File: src/rtl/ctrl_pkg.sv
// Shared encodings for the multicycle controller: state enum, ALU codes,
// datapath mux selects and RV32 major opcodes.
package ctrl_pkg;

  typedef enum logic [3:0] {
    S_FETCH,
    S_DECODE,
    S_MEMADR,
    S_MEMREAD,
    S_MEMWB,
    S_MEMWRITE,
    S_EXECR,
    S_EXECI,
    S_EXECU,
    S_ALUWB,
    S_BRANCH,
    S_JAL,
    S_JALR,
    S_ILLEGAL
  } state_e;

  localparam logic [3:0] ALU_ADD  = 4'b0000;
  localparam logic [3:0] ALU_SUB  = 4'b0001;
  localparam logic [3:0] ALU_AND  = 4'b0010;
  localparam logic [3:0] ALU_OR   = 4'b0011;
  localparam logic [3:0] ALU_XOR  = 4'b0100;
  localparam logic [3:0] ALU_SLL  = 4'b0101;
  localparam logic [3:0] ALU_SRL  = 4'b0110;
  localparam logic [3:0] ALU_SRA  = 4'b0111;
  localparam logic [3:0] ALU_ONE  = 4'b1000;
  localparam logic [3:0] ALU_ZERO = 4'b1001;
  localparam logic [3:0] ALU_CTZ  = 4'b1010;
  localparam logic [3:0] ALU_CLZ  = 4'b1011;
  localparam logic [3:0] ALU_CPOP = 4'b1100;

  localparam logic [1:0] SRC_A_PC    = 2'b00;
  localparam logic [1:0] SRC_A_OLDPC = 2'b01;
  localparam logic [1:0] SRC_A_RS1   = 2'b10;
  localparam logic [1:0] SRC_A_ZERO  = 2'b11;

  localparam logic [1:0] SRC_B_RS2  = 2'b00;
  localparam logic [1:0] SRC_B_IMM  = 2'b01;
  localparam logic [1:0] SRC_B_FOUR = 2'b10;

  localparam logic [1:0] RES_ALUOUT = 2'b00;
  localparam logic [1:0] RES_RDATA  = 2'b01;
  localparam logic [1:0] RES_LIVE   = 2'b10;

  localparam logic [2:0] IMM_I = 3'b000;
  localparam logic [2:0] IMM_S = 3'b001;
  localparam logic [2:0] IMM_B = 3'b010;
  localparam logic [2:0] IMM_U = 3'b100;

  localparam logic ADR_PC     = 1'b0;
  localparam logic ADR_ALUOUT = 1'b1;

  localparam logic [6:0] OP_LOAD   = 7'b0000011;
  localparam logic [6:0] OP_STORE  = 7'b0100011;
  localparam logic [6:0] OP_OP     = 7'b0110011;
  localparam logic [6:0] OP_OPIMM  = 7'b0010011;
  localparam logic [6:0] OP_LUI    = 7'b0110111;
  localparam logic [6:0] OP_AUIPC  = 7'b0010111;
  localparam logic [6:0] OP_BRANCH = 7'b1100011;
  localparam logic [6:0] OP_JAL    = 7'b1101111;
  localparam logic [6:0] OP_JALR   = 7'b1100111;

  localparam logic [6:0] F7_BASE = 7'b0000000;
  localparam logic [6:0] F7_ALT  = 7'b0100000;
  localparam logic [6:0] F7_ZBB  = 7'b0110000;

endpackage

File: src/rtl/mc_control_fsm_if.sv
// Instruction fields, flags and control outputs between controller and datapath.
// master = controller side, slave = datapath/instruction-register side.
interface mc_control_fsm_if;
  logic [6:0] opcode;
  logic [2:0] funct3;
  logic [6:0] funct7;
  logic [4:0] rs2_field;
  logic       mem_ready;
  logic       zero, less, greater, u_less, u_greater;
  logic [3:0] alu_control;
  logic       add_sub_mode;
  logic [1:0] alu_src_a, alu_src_b, result_src;
  logic [2:0] imm_src;
  logic       adr_src;
  logic       ir_write, pc_write, mem_write, reg_write;
  logic       illegal_instr;

  modport master (
    input  opcode, funct3, funct7, rs2_field, mem_ready,
    input  zero, less, greater, u_less, u_greater,
    output alu_control, add_sub_mode, alu_src_a, alu_src_b, result_src,
    output imm_src, adr_src, ir_write, pc_write, mem_write, reg_write, illegal_instr
  );

  modport slave (
    output opcode, funct3, funct7, rs2_field, mem_ready,
    output zero, less, greater, u_less, u_greater,
    input  alu_control, add_sub_mode, alu_src_a, alu_src_b, result_src,
    input  imm_src, adr_src, ir_write, pc_write, mem_write, reg_write, illegal_instr
  );
endinterface

File: src/rtl/alu_decoder.sv
// Combinational funct3/funct7/rs2 decode to ALU code for OP and OP-IMM; zero latency.
// No backpressure; illegal flags encodings the ALU cannot execute.
module alu_decoder
  import ctrl_pkg::*;
(
  input  logic       is_imm,
  input  logic [2:0] funct3,
  input  logic [6:0] funct7,
  input  logic [4:0] rs2_field,
  input  logic       less,
  input  logic       u_less,
  output logic [3:0] alu_control,
  output logic       add_sub_mode,
  output logic       illegal
);

  always_comb begin
    alu_control = ALU_ADD;
    illegal     = 1'b0;
    // R-type only tolerates funct7=0100000 on the SUB and SRA slots
    if (!is_imm && funct7 != F7_BASE &&
        !(funct7 == F7_ALT && (funct3 == 3'b000 || funct3 == 3'b101)))
      illegal = 1'b1;
    case (funct3)
      3'b000: alu_control = (!is_imm && funct7 == F7_ALT) ? ALU_SUB : ALU_ADD;
      3'b001: begin
        if (funct7 == F7_BASE) begin
          alu_control = ALU_SLL;
        end else if (is_imm && funct7 == F7_ZBB) begin
          case (rs2_field)
            5'b00000: alu_control = ALU_CLZ;
            5'b00001: alu_control = ALU_CTZ;
            5'b00010: alu_control = ALU_CPOP;
            default:  illegal     = 1'b1;
          endcase
        end else begin
          illegal = 1'b1;
        end
      end
      3'b010: alu_control = less   ? ALU_ONE : ALU_ZERO;
      3'b011: alu_control = u_less ? ALU_ONE : ALU_ZERO;
      3'b100: alu_control = ALU_XOR;
      3'b101: begin
        if (funct7 == F7_BASE)     alu_control = ALU_SRL;
        else if (funct7 == F7_ALT) alu_control = ALU_SRA;
        else                       illegal     = 1'b1;
      end
      3'b110: alu_control = ALU_OR;
      3'b111: alu_control = ALU_AND;
    endcase
  end

  assign add_sub_mode = (alu_control == ALU_SUB);

endmodule

File: src/rtl/mc_control_fsm.sv
// Multicycle RV32I+Zbb controller; outputs are combinational from state_q and fields.
// FETCH/MEMREAD/MEMWRITE stall on mem_ready; reset forces FETCH with all writes off.
module mc_control_fsm
  import ctrl_pkg::*;
(
  input logic               clk,
  input logic               rst,
  mc_control_fsm_if.master  bus
);

  state_e     state_q, state_d;
  logic [3:0] dec_alu;
  logic       dec_mode, dec_illegal;
  logic       taken;
  logic       unused_flags;

  assign unused_flags = bus.greater ^ bus.u_greater;

  alu_decoder u_alu_decoder (
    .is_imm       (state_q == S_EXECI),
    .funct3       (bus.funct3),
    .funct7       (bus.funct7),
    .rs2_field    (bus.rs2_field),
    .less         (bus.less),
    .u_less       (bus.u_less),
    .alu_control  (dec_alu),
    .add_sub_mode (dec_mode),
    .illegal      (dec_illegal)
  );

  always_comb begin
    taken = 1'b0;
    case (bus.funct3)
      3'b000:  taken = bus.zero;
      3'b001:  taken = !bus.zero;
      3'b100:  taken = bus.less;
      3'b101:  taken = !bus.less;
      3'b110:  taken = bus.u_less;
      3'b111:  taken = !bus.u_less;
      default: taken = 1'b0;
    endcase
  end

  // Defaults equal the reset-time output values; states only override.
  always_comb begin
    state_d           = state_q;
    bus.alu_control   = ALU_ADD;
    bus.add_sub_mode  = 1'b0;
    bus.alu_src_a     = SRC_A_PC;
    bus.alu_src_b     = SRC_B_FOUR;
    bus.result_src    = RES_LIVE;
    bus.imm_src       = IMM_I;
    bus.adr_src       = ADR_PC;
    bus.ir_write      = 1'b0;
    bus.pc_write      = 1'b0;
    bus.mem_write     = 1'b0;
    bus.reg_write     = 1'b0;
    bus.illegal_instr = 1'b0;
    if (!rst) begin
      case (state_q)
        S_FETCH: begin
          bus.ir_write = bus.mem_ready;
          bus.pc_write = bus.mem_ready;
          if (bus.mem_ready) state_d = S_DECODE;
        end
        S_DECODE: begin
          bus.alu_src_a = SRC_A_OLDPC;
          bus.alu_src_b = SRC_B_IMM;
          bus.imm_src   = IMM_B;
          case (bus.opcode)
            OP_LOAD, OP_STORE: state_d = S_MEMADR;
            OP_OP:             state_d = S_EXECR;
            OP_OPIMM:          state_d = S_EXECI;
            OP_LUI, OP_AUIPC:  state_d = S_EXECU;
            OP_BRANCH:         state_d = S_BRANCH;
            OP_JAL:            state_d = S_JAL;
            OP_JALR:           state_d = S_JALR;
            default:           state_d = S_ILLEGAL;
          endcase
        end
        S_MEMADR: begin
          bus.alu_src_a = SRC_A_RS1;
          bus.alu_src_b = SRC_B_IMM;
          bus.imm_src   = (bus.opcode == OP_STORE) ? IMM_S : IMM_I;
          state_d       = (bus.opcode == OP_LOAD) ? S_MEMREAD : S_MEMWRITE;
        end
        S_MEMREAD: begin
          bus.adr_src = ADR_ALUOUT;
          if (bus.mem_ready) state_d = S_MEMWB;
        end
        S_MEMWB: begin
          bus.result_src = RES_RDATA;
          bus.reg_write  = 1'b1;
          state_d        = S_FETCH;
        end
        S_MEMWRITE: begin
          bus.adr_src   = ADR_ALUOUT;
          bus.mem_write = 1'b1;
          if (bus.mem_ready) state_d = S_FETCH;
        end
        S_EXECR, S_EXECI: begin
          bus.alu_src_a    = SRC_A_RS1;
          bus.alu_src_b    = (state_q == S_EXECI) ? SRC_B_IMM : SRC_B_RS2;
          bus.alu_control  = dec_alu;
          bus.add_sub_mode = dec_mode;
          state_d          = dec_illegal ? S_ILLEGAL : S_ALUWB;
        end
        S_EXECU: begin
          bus.alu_src_a = (bus.opcode == OP_LUI) ? SRC_A_ZERO : SRC_A_OLDPC;
          bus.alu_src_b = SRC_B_IMM;
          bus.imm_src   = IMM_U;
          state_d       = S_ALUWB;
        end
        S_ALUWB: begin
          bus.result_src = RES_ALUOUT;
          bus.reg_write  = 1'b1;
          state_d        = S_FETCH;
        end
        S_BRANCH: begin
          bus.alu_src_a    = SRC_A_RS1;
          bus.alu_src_b    = SRC_B_RS2;
          bus.imm_src      = IMM_B;
          bus.alu_control  = ALU_SUB;
          bus.add_sub_mode = 1'b1;
          bus.result_src   = RES_ALUOUT;
          if (bus.funct3 == 3'b010 || bus.funct3 == 3'b011) begin
            state_d = S_ILLEGAL;
          end else begin
            bus.pc_write = taken;
            state_d      = S_FETCH;
          end
        end
        S_JAL: begin
          bus.alu_src_a  = SRC_A_OLDPC;
          bus.result_src = RES_ALUOUT;
          bus.pc_write   = 1'b1;
          state_d        = S_ALUWB;
        end
        S_JALR: begin
          bus.alu_src_a  = SRC_A_RS1;
          bus.alu_src_b  = SRC_B_IMM;
          bus.pc_write   = 1'b1;
          state_d        = S_ALUWB;
        end
        S_ILLEGAL: begin
          bus.illegal_instr = 1'b1;
          state_d           = S_FETCH;
        end
        default: state_d = S_FETCH;
      endcase
    end
  end

  always_ff @(posedge clk or posedge rst) begin
    if (rst) state_q <= S_FETCH;
    else     state_q <= state_d;
  end

endmodule

File: src/flat_wrapper.sv
// flat-port wrapper written by rule: the top's interface ports become plain ports
module mc_control_fsm_flat import ctrl_pkg::*;
  (clk, rst, bus_opcode, bus_funct3, bus_funct7, bus_rs2_field, bus_mem_ready, bus_zero, bus_less, bus_greater, bus_u_less, bus_u_greater, bus_alu_control, bus_add_sub_mode, bus_alu_src_a, bus_alu_src_b, bus_result_src, bus_imm_src, bus_adr_src, bus_ir_write, bus_pc_write, bus_mem_write, bus_reg_write, bus_illegal_instr);
  mc_control_fsm_if bus_i ();
  input logic clk;
  input logic rst;
  input wire logic [$bits(bus_i.opcode)-1:0] bus_opcode;
  input wire logic [$bits(bus_i.funct3)-1:0] bus_funct3;
  input wire logic [$bits(bus_i.funct7)-1:0] bus_funct7;
  input wire logic [$bits(bus_i.rs2_field)-1:0] bus_rs2_field;
  input wire logic [$bits(bus_i.mem_ready)-1:0] bus_mem_ready;
  input wire logic [$bits(bus_i.zero)-1:0] bus_zero;
  input wire logic [$bits(bus_i.less)-1:0] bus_less;
  input wire logic [$bits(bus_i.greater)-1:0] bus_greater;
  input wire logic [$bits(bus_i.u_less)-1:0] bus_u_less;
  input wire logic [$bits(bus_i.u_greater)-1:0] bus_u_greater;
  output wire logic [$bits(bus_i.alu_control)-1:0] bus_alu_control;
  output wire logic [$bits(bus_i.add_sub_mode)-1:0] bus_add_sub_mode;
  output wire logic [$bits(bus_i.alu_src_a)-1:0] bus_alu_src_a;
  output wire logic [$bits(bus_i.alu_src_b)-1:0] bus_alu_src_b;
  output wire logic [$bits(bus_i.result_src)-1:0] bus_result_src;
  output wire logic [$bits(bus_i.imm_src)-1:0] bus_imm_src;
  output wire logic [$bits(bus_i.adr_src)-1:0] bus_adr_src;
  output wire logic [$bits(bus_i.ir_write)-1:0] bus_ir_write;
  output wire logic [$bits(bus_i.pc_write)-1:0] bus_pc_write;
  output wire logic [$bits(bus_i.mem_write)-1:0] bus_mem_write;
  output wire logic [$bits(bus_i.reg_write)-1:0] bus_reg_write;
  output wire logic [$bits(bus_i.illegal_instr)-1:0] bus_illegal_instr;
  assign bus_i.opcode = bus_opcode;
  assign bus_i.funct3 = bus_funct3;
  assign bus_i.funct7 = bus_funct7;
  assign bus_i.rs2_field = bus_rs2_field;
  assign bus_i.mem_ready = bus_mem_ready;
  assign bus_i.zero = bus_zero;
  assign bus_i.less = bus_less;
  assign bus_i.greater = bus_greater;
  assign bus_i.u_less = bus_u_less;
  assign bus_i.u_greater = bus_u_greater;
  assign bus_alu_control = bus_i.alu_control;
  assign bus_add_sub_mode = bus_i.add_sub_mode;
  assign bus_alu_src_a = bus_i.alu_src_a;
  assign bus_alu_src_b = bus_i.alu_src_b;
  assign bus_result_src = bus_i.result_src;
  assign bus_imm_src = bus_i.imm_src;
  assign bus_adr_src = bus_i.adr_src;
  assign bus_ir_write = bus_i.ir_write;
  assign bus_pc_write = bus_i.pc_write;
  assign bus_mem_write = bus_i.mem_write;
  assign bus_reg_write = bus_i.reg_write;
  assign bus_illegal_instr = bus_i.illegal_instr;
  mc_control_fsm u_core (.clk(clk), .rst(rst), .bus(bus_i));
endmodule
File: config.mk
export PLATFORM = sky130hd
export DESIGN_NAME = mc_control_fsm_flat
export DESIGN_NICKNAME = d
export VERILOG_FILES = /design/src/rtl/ctrl_pkg.sv /design/src/rtl/mc_control_fsm_if.sv /design/src/rtl/alu_decoder.sv /design/src/rtl/mc_control_fsm.sv /design/src/flat_wrapper.sv
export SDC_FILE = /design/constraint.sdc
export NUM_CORES = 1
export LEC_CHECK = 0
export BUFFER_PORTS_ARGS = -buffer_cell sky130_fd_sc_hd__buf_2
export CORE_UTILIZATION = 40
export CTS_BUF_LIST = sky130_fd_sc_hd__clkbuf_16
export CTS_CLUSTER_SIZE = 30
export DETAILED_ROUTE_END_ITERATION = 7
export GPL_TIMING_DRIVEN = 0
export HOLD_SLACK_MARGIN = 0.03
export PLACE_DENSITY = 0.67
export REMOVE_ABC_BUFFERS = 1
export SYNTH_ARGS = -nofsm -noshare
export SYNTH_HDL_FRONTEND = slang
export SYNTH_SLANG_ARGS = --single-unit
File: constraint.sdc
create_clock -name clk -period 2.7 [get_ports clk]
set_clock_uncertainty 0.2 [all_clocks]
set_input_delay 0.54 -clock clk [delete_from_list [all_inputs] [get_ports clk]]
set_output_delay 0.54 -clock clk [all_outputs]
set_load 0.02 [all_outputs]
==> metrics.md, run 1 <==
| Metric | Value |
|---|---|
| Status | `complete, but fails checks` |
| Failing checks | `negative setup slack` |
| Wirelength, routed | `3.39 mm` |
| Remaining global-route overflow | `0` |
| Number of antenna violations at the first check in global routing | `0` |
| Final setup viols | `2` |
| CTS root buffer | `clkbuf_16` |
| Worst Tran Pin Value | `a little under 0.5 ns` |
| GRT busiest layer | `met2` |
| Total Power | `roughly 1300 µW` |
| First-pass GRT wire length | `5.71 mm` |
| Pre-CTS WS | `-0.287 ns` |
| M3 GR Usage | `0.0140` |
| CTS tree | `done` |
| Layout cells sized above 1 | `0.352` |
| Initial Utilization | `0.422` |
| GRT met1 Usage | `0.322` |
| Largest register FFs | `4` |
| Relative slew margins | `0.675` |
| Vias per inst | `5.84` |
| Routed via count | `1459` |
| Ranking of synthesized cells by area | `dfrtp_1, nor2_1, a21oi_1, nand2_1, nor3_1` |
| EDFF count, synth | `0` |
| Core footprint | `2760 µm²` |
| Post-route minimum period | `2.87 ns` |
| Worst EP arrival | `2.13 ns` |
| Crit path required time | `1.96 ns` |
| Met2 Resource Use GR | `0.361` |
| Critical setup path kind | `primary input to output port` |
| Synth Flop Type | `dfrtp_1` |
| Num Clock Sinks | `4` |
| Clock Pin Slew Worst Setup and Hold Paths | `0.03 ns` |
| Number of synthesized register bits | `4` |
| Dpl cell area | `1360 µm²` |
| Syn Std Cell Area | `between 1000 and 1500 µm²` |
| Final Core Density | `0.574` |
| RSZ-0062 raised after global routing | `true` |
| Synthesized area per cell | `around 6.6 µm²` |
| Die area | `3130 µm²` |
| Final setup TNS | `-0.251 ns` |
| Crit path max fanout | `5` |
| Number of global-route vias before repair | `1239` |
| Clk Latency, worst-skew pair | `0.22 ns` |
| H-tree Lvls | `1` |
| Layout Nets | `251` |
| Placer Congestion | `0.846` |
| DRC | `0` |
| Drt initial violations | `between 80 and 90` |
| Antenna violation net count after detailed routing | `0` |
| ANT cells | `0` |
| Initial DRT Pass Iterations | `4` |
| Biggest registers after layout | `u_core.state_q x4` |
| Pleak | `0.000672 µW` |
| Longest Clk Path Bufs | `2` |
| IO Port Bufs | `47` |
| Worst Setup End Kind | `output port` |
| # IOs | `50` |
| Largest register by flop count | `u_core.state_q` |
| Pwr dens | `~800 nW/µm²` |
| Final Hold Viols | `0` |
| Drt wl/cell | `13.6 µm` |
| Seq/Total Area, Yosys | `0.0861` |
| Hpwl dp | `around 2.3 mm` |
| Gate Count Post-Synth | `177` |
| Fin. max-slew vios | `0` |
| Peak supply drop | `0.827 mV` |
| Setup ws final | `-0.168 ns` |
| TritonCTS Buffers | `3` |
| Cts hold-fix bufs | `0` |
| Distinct cell type count after synthesis | `57` |
| Hold Crit Class | `primary input to async pin` |
| Fmax | `349 MHz` |
| Fin area | `1580 µm²` |
| Gr usage total | `0.219` |
| Asr flop ratio synth | `1.00` |
| Startpoint type of the worst setup path | `primary input` |
| Die Span Y | `55.9 µm` |
| Row count | `19` |
| Final period util | `1.06` |
| Synth top area share | `0.0861` |
| Post-synth top area cell | `dfrtp_1` |
| Largest net degree at the start of global routing | `28` |
| Die W | `55.9 µm` |
| Max_cap viols | `0` |
| Area delta synth->final | `36.2%` |
| Filler instances | `283` |
| Syn. warnings | `0` |
-- report_power, final --
part           internal [µW]  switching [µW]
logic                    349             438
registers                106             143
clock network            189            37.1
total                    644             619
-- area by class of cell --
class                           instances  area [µm²]  share of cell area
Clock buffer                            3        75.1              0.0474
Inverter                                7        26.3              0.0166
Multi-Input combinational cell        150         986               0.623
Sequential cell                         4         115              0.0727
Tap cell                               31        38.8              0.0245
Timing Repair Buffer                   55         342               0.216
-- per-layer routing --
layer  part of all wire  routed length [µm]
met5                  0                   0
met4                  0                   0
met3              0.042                 141
met2               0.48                1620
met1               0.48                1640
-- worst paths after layout --
| path | from | end | slack (ns) | depth (start not counted) |
|---|---|---|---|---|
| max reg2reg | u_core.state_q[3] | u_core.state_q[1] | 0.46 | 9 |
| min | rst | u_core.state_q[3] | 0.18 | 2 |
| max | bus_funct7[3] | bus_add_sub_mode | -0.17 | 8 |
| max in group asynchronous | rst | u_core.state_q[2] | 1.89 | 2 |
| min reg2reg | u_core.state_q[2] | u_core.state_q[2] | 0.61 | 2 |
| min in group clk | bus_opcode[1] | u_core.state_q[2] | 0.58 | 4 |
-- through the flow --
step	hold WS, ns	std cells
6_report	0.183	250
3_5_place_dp	0.408	239
4_1_cts	0.182	248
2_1_floorplan	0.137	161
3_3_place_gp	0.407	239
5_1_grt	0.206	250
-- cell usage after synthesis (5+ instances only) --
| library cell | count |
|---|---|
| o21ai_0 | 7 |
| clkbuf_1 | 6 |
| a21oi_1 | 14 |
| nor2b_1 | 6 |
| nor3_1 | 10 |
| buf_2 | 7 |
| a211oi_1 | 6 |
| nor4_1 | 6 |
| nand2_1 | 14 |
| nor2_1 | 19 |
| nand2b_1 | 5 |
| inv_1 | 7 |
-- worst max-delay path, stage by stage --
cell and delay (ns):
buf_2 0.11, nor2_1 0.21, nand3b_1 0.21, buf_4 0.20
o31a_1 0.24, o32ai_2 0.27, a21boi_2 0.22, buf_6 0.13
-- kinds of logic (layout without fill, tap and decap cells) --
logic type / count (synthesis) / after routing / synth area share
and+or+nand+nor: 89 / 89 / 0.453
AOI/OAI and AO/OA: 54 / 54 / 0.321
buffers and inverters: 23 / 65 / 0.0850
xor gates and xnor gates: 5 / 5 / 0.0377
DFF: 4 / 4 / 0.0861
muxes: 2 / 2 / 0.0172
-- layout by cell type (no fill, tap or decap), types with 6 or more instances in the layout --
cell / instances
a21oi_1: 13
buf_2: 39
buf_4: 8
buf_6: 7
inv_1: 7
nand2_1: 14
nor2_1: 19
nor3_1: 10
nor4_1: 6
o21ai_0: 7
-- repair_timing --
action | 4_1_cts | 5_1_grt
buffers inserted | 6 | 2
gates resized for setup | 19 | 8
pin swaps | 4 | 2
endpoints found under the setup margin | 8 | 5
(Power assumes the default switching activity.)
==> run 2, diff against run 1 <==
==> constraint.sdc (replaced) <==
create_clock -name clk -period 3.7 [get_ports clk]
set_clock_uncertainty 0.2 [all_clocks]
set_input_delay 0.74 -clock clk [delete_from_list [all_inputs] [get_ports clk]]
set_output_delay 0.74 -clock clk [all_outputs]
set_load 0.02 [all_outputs]
==> run 2 against run 1 <==
Net effect: the run now ends clean; sequential power fell by 20%; final area fell by 9.1%; flip-flop and latch count did not move; die area did not move; cell count fell by 3.2%; non-clock buffer count fell by 8; combinational power fell by 40%; core utilization fell by 5.2 points; worst hold slack improved by 0.19 ns; power fell by 34%; count of clock-buffer cells in the layout did not move; critical endpoint unchanged.
==> metrics.md, run 2 (same netlist as run 1, synthesis figures left out) <==
| Metric | Value |
|---|---|
| Die area | `around 3100 µm²` |
| Core footprint | `roughly 2800 µm²` |
| Die W | `55.9 µm` |
| Clk Latency, worst-skew pair | `0.22 ns` |
| Filler instances | `300` |
| Pre-CTS WS | `0.378 ns` |
| Fmax | `291 MHz` |
| Initial Utilization | `0.422` |
| Hold Crit Class | `primary input to async pin` |
| Hpwl dp | `between 2 and 2.5 mm` |
| Placer Congestion | `0.846` |
| Peak supply drop | `0.571 mV` |
| Number of global-route vias before repair | `1174` |
| Row count | `19` |
| Worst EP arrival | `2.50 ns` |
| Startpoint type of the worst setup path | `register` |
| Post-cts sizing count | `0` |
| Clock Pin Slew Worst Setup and Hold Paths | `0.03 ns` |
| Number of antenna violations at the first check in global routing | `0` |
| Worst Tran Pin Value | `0.838 ns` |
| Drt initial violations | `between 50 and 60` |
| Post-route minimum period | `3.44 ns` |
| Pwr dens | `between 500 and 600 nW/µm²` |
| Area delta synth->final | `23.8%` |
| TritonCTS Buffers | `3` |
| Commonest non-fill, non-tap cell in the layout | `buf_2` |
| First-pass GRT wire length | `5.26 mm` |
| H-tree Lvls | `1` |
| Post-CTS Setup Bufs | `0` |
| Final setup TNS | `0 ns` |
| Biggest registers after layout | `u_core.state_q x4` |
| Die Span Y | `55.9 µm` |
| # IOs | `50` |
| Initial DRT Pass Iterations | `4` |
| Crit path required time | `2.76 ns` |
| Layout Nets | `243` |
| Relative slew margins | `0.441` |
| Max_cap viols | `0` |
| Pleak | `slightly above 0.0006 µW` |
| Longest Clk Path Bufs | `2` |
| Final setup viols | `0` |
| Worst Setup End Kind | `output port` |
| Fin cells | `242` |
| DRC | `0` |
| Final Hold Viols | `0` |
| Drt wl/cell | `between 10 and 15 µm` |
| Most frequent cells in the layout | `buf_2, nor2_1, nand2_1, a21oi_1, nor3_1` |
| Crit path max fanout | `26` |
| Post-Place Cells | `239` |
| Critical setup path kind | `register to output port` |
| Layout cells sized above 1 | `0.284` |
| CTS root buffer | `clkbuf_16` |
| Num Clock Sinks | `4` |
| Setup ws final | `0.264 ns` |
| Final period util | `0.929` |
| RSZ-0062 raised after global routing | `false` |
| IO Port Bufs | `47` |
| Largest net degree at the start of global routing | `28` |
| Routed via count | `1389` |
| Largest register FFs | `4` |
| CTS tree | `done` |
| Remaining global-route overflow | `0` |
| Antenna violation net count after detailed routing | `0` |
| Wirelength, routed | `3.07 mm` |
| Gr usage total | `0.199` |
| Vias per inst | `5.74` |
| Largest register by flop count | `u_core.state_q` |
| Status | `finished, final reports clean` |
| ANT cells | `0` |
| Cts hold-fix bufs | `0` |
| Fin. max-slew vios | `0` |
## run 2: worst paths after layout
check	startpoint	endpoint	slack, ns	cells past startpoint
worst max-delay path	u_core.state_q[0]	bus_add_sub_mode	0.26	7
worst min-delay path	rst	u_core.state_q[3]	0.37	2
worst max register to register	u_core.state_q[1]	u_core.state_q[2]	1.36	6
worst min register to register	u_core.state_q[3]	u_core.state_q[3]	0.78	1
max in group asynchronous	rst	u_core.state_q[2]	2.72	2
min in group clk	rst	u_core.state_q[3]	0.77	2
## run 2: metrics by stage
stage	total power, µW	utilization	hold slack, ns	cell area (µm²)
2_1_floorplan	519	-	0.337	1090
3_3_place_gp	666	0.495	0.607	1360
3_5_place_dp	671	0.495	0.608	1360
4_1_cts	839	0.522	0.382	1440
5_1_grt	907	0.522	0.403	1440
6_report	834	0.522	0.374	1440
## run 2: critical path, stage by stage, from the launching register on
cell,delay (ns)
dfrtp_1,0.80
and2b_1,0.27
nand3_2,0.13
nor4_4,0.33
a21oi_1,0.13
o32ai_2,0.25
a21boi_2,0.20
buf_2,0.17
## run 2: cell type report
class / count / area, µm² / share of cell area
timing repair buffer: 47 / 235 / 0.163
clock buffer: 3 / 75.1 / 0.0522
sequential: 4 / 100 / 0.0696
multi-input combinational: 150 / 963 / 0.670
tap: 31 / 38.8 / 0.0270
inverter: 7 / 26.3 / 0.0183
## run 2: power by group
part	switching, µW	leakage [µW]	internal [µW]
sequential	136	0.0000502	61.9
combinational	258	0.000534	214
clock	26.9	0.0000370	138
## run 2: per-layer routing
metal	GRT usage	share of wire
met5	0	0
met4	0.0314	0
met2	0.320	0.45
met3	0.0140	0.046
met1	0.296	0.50
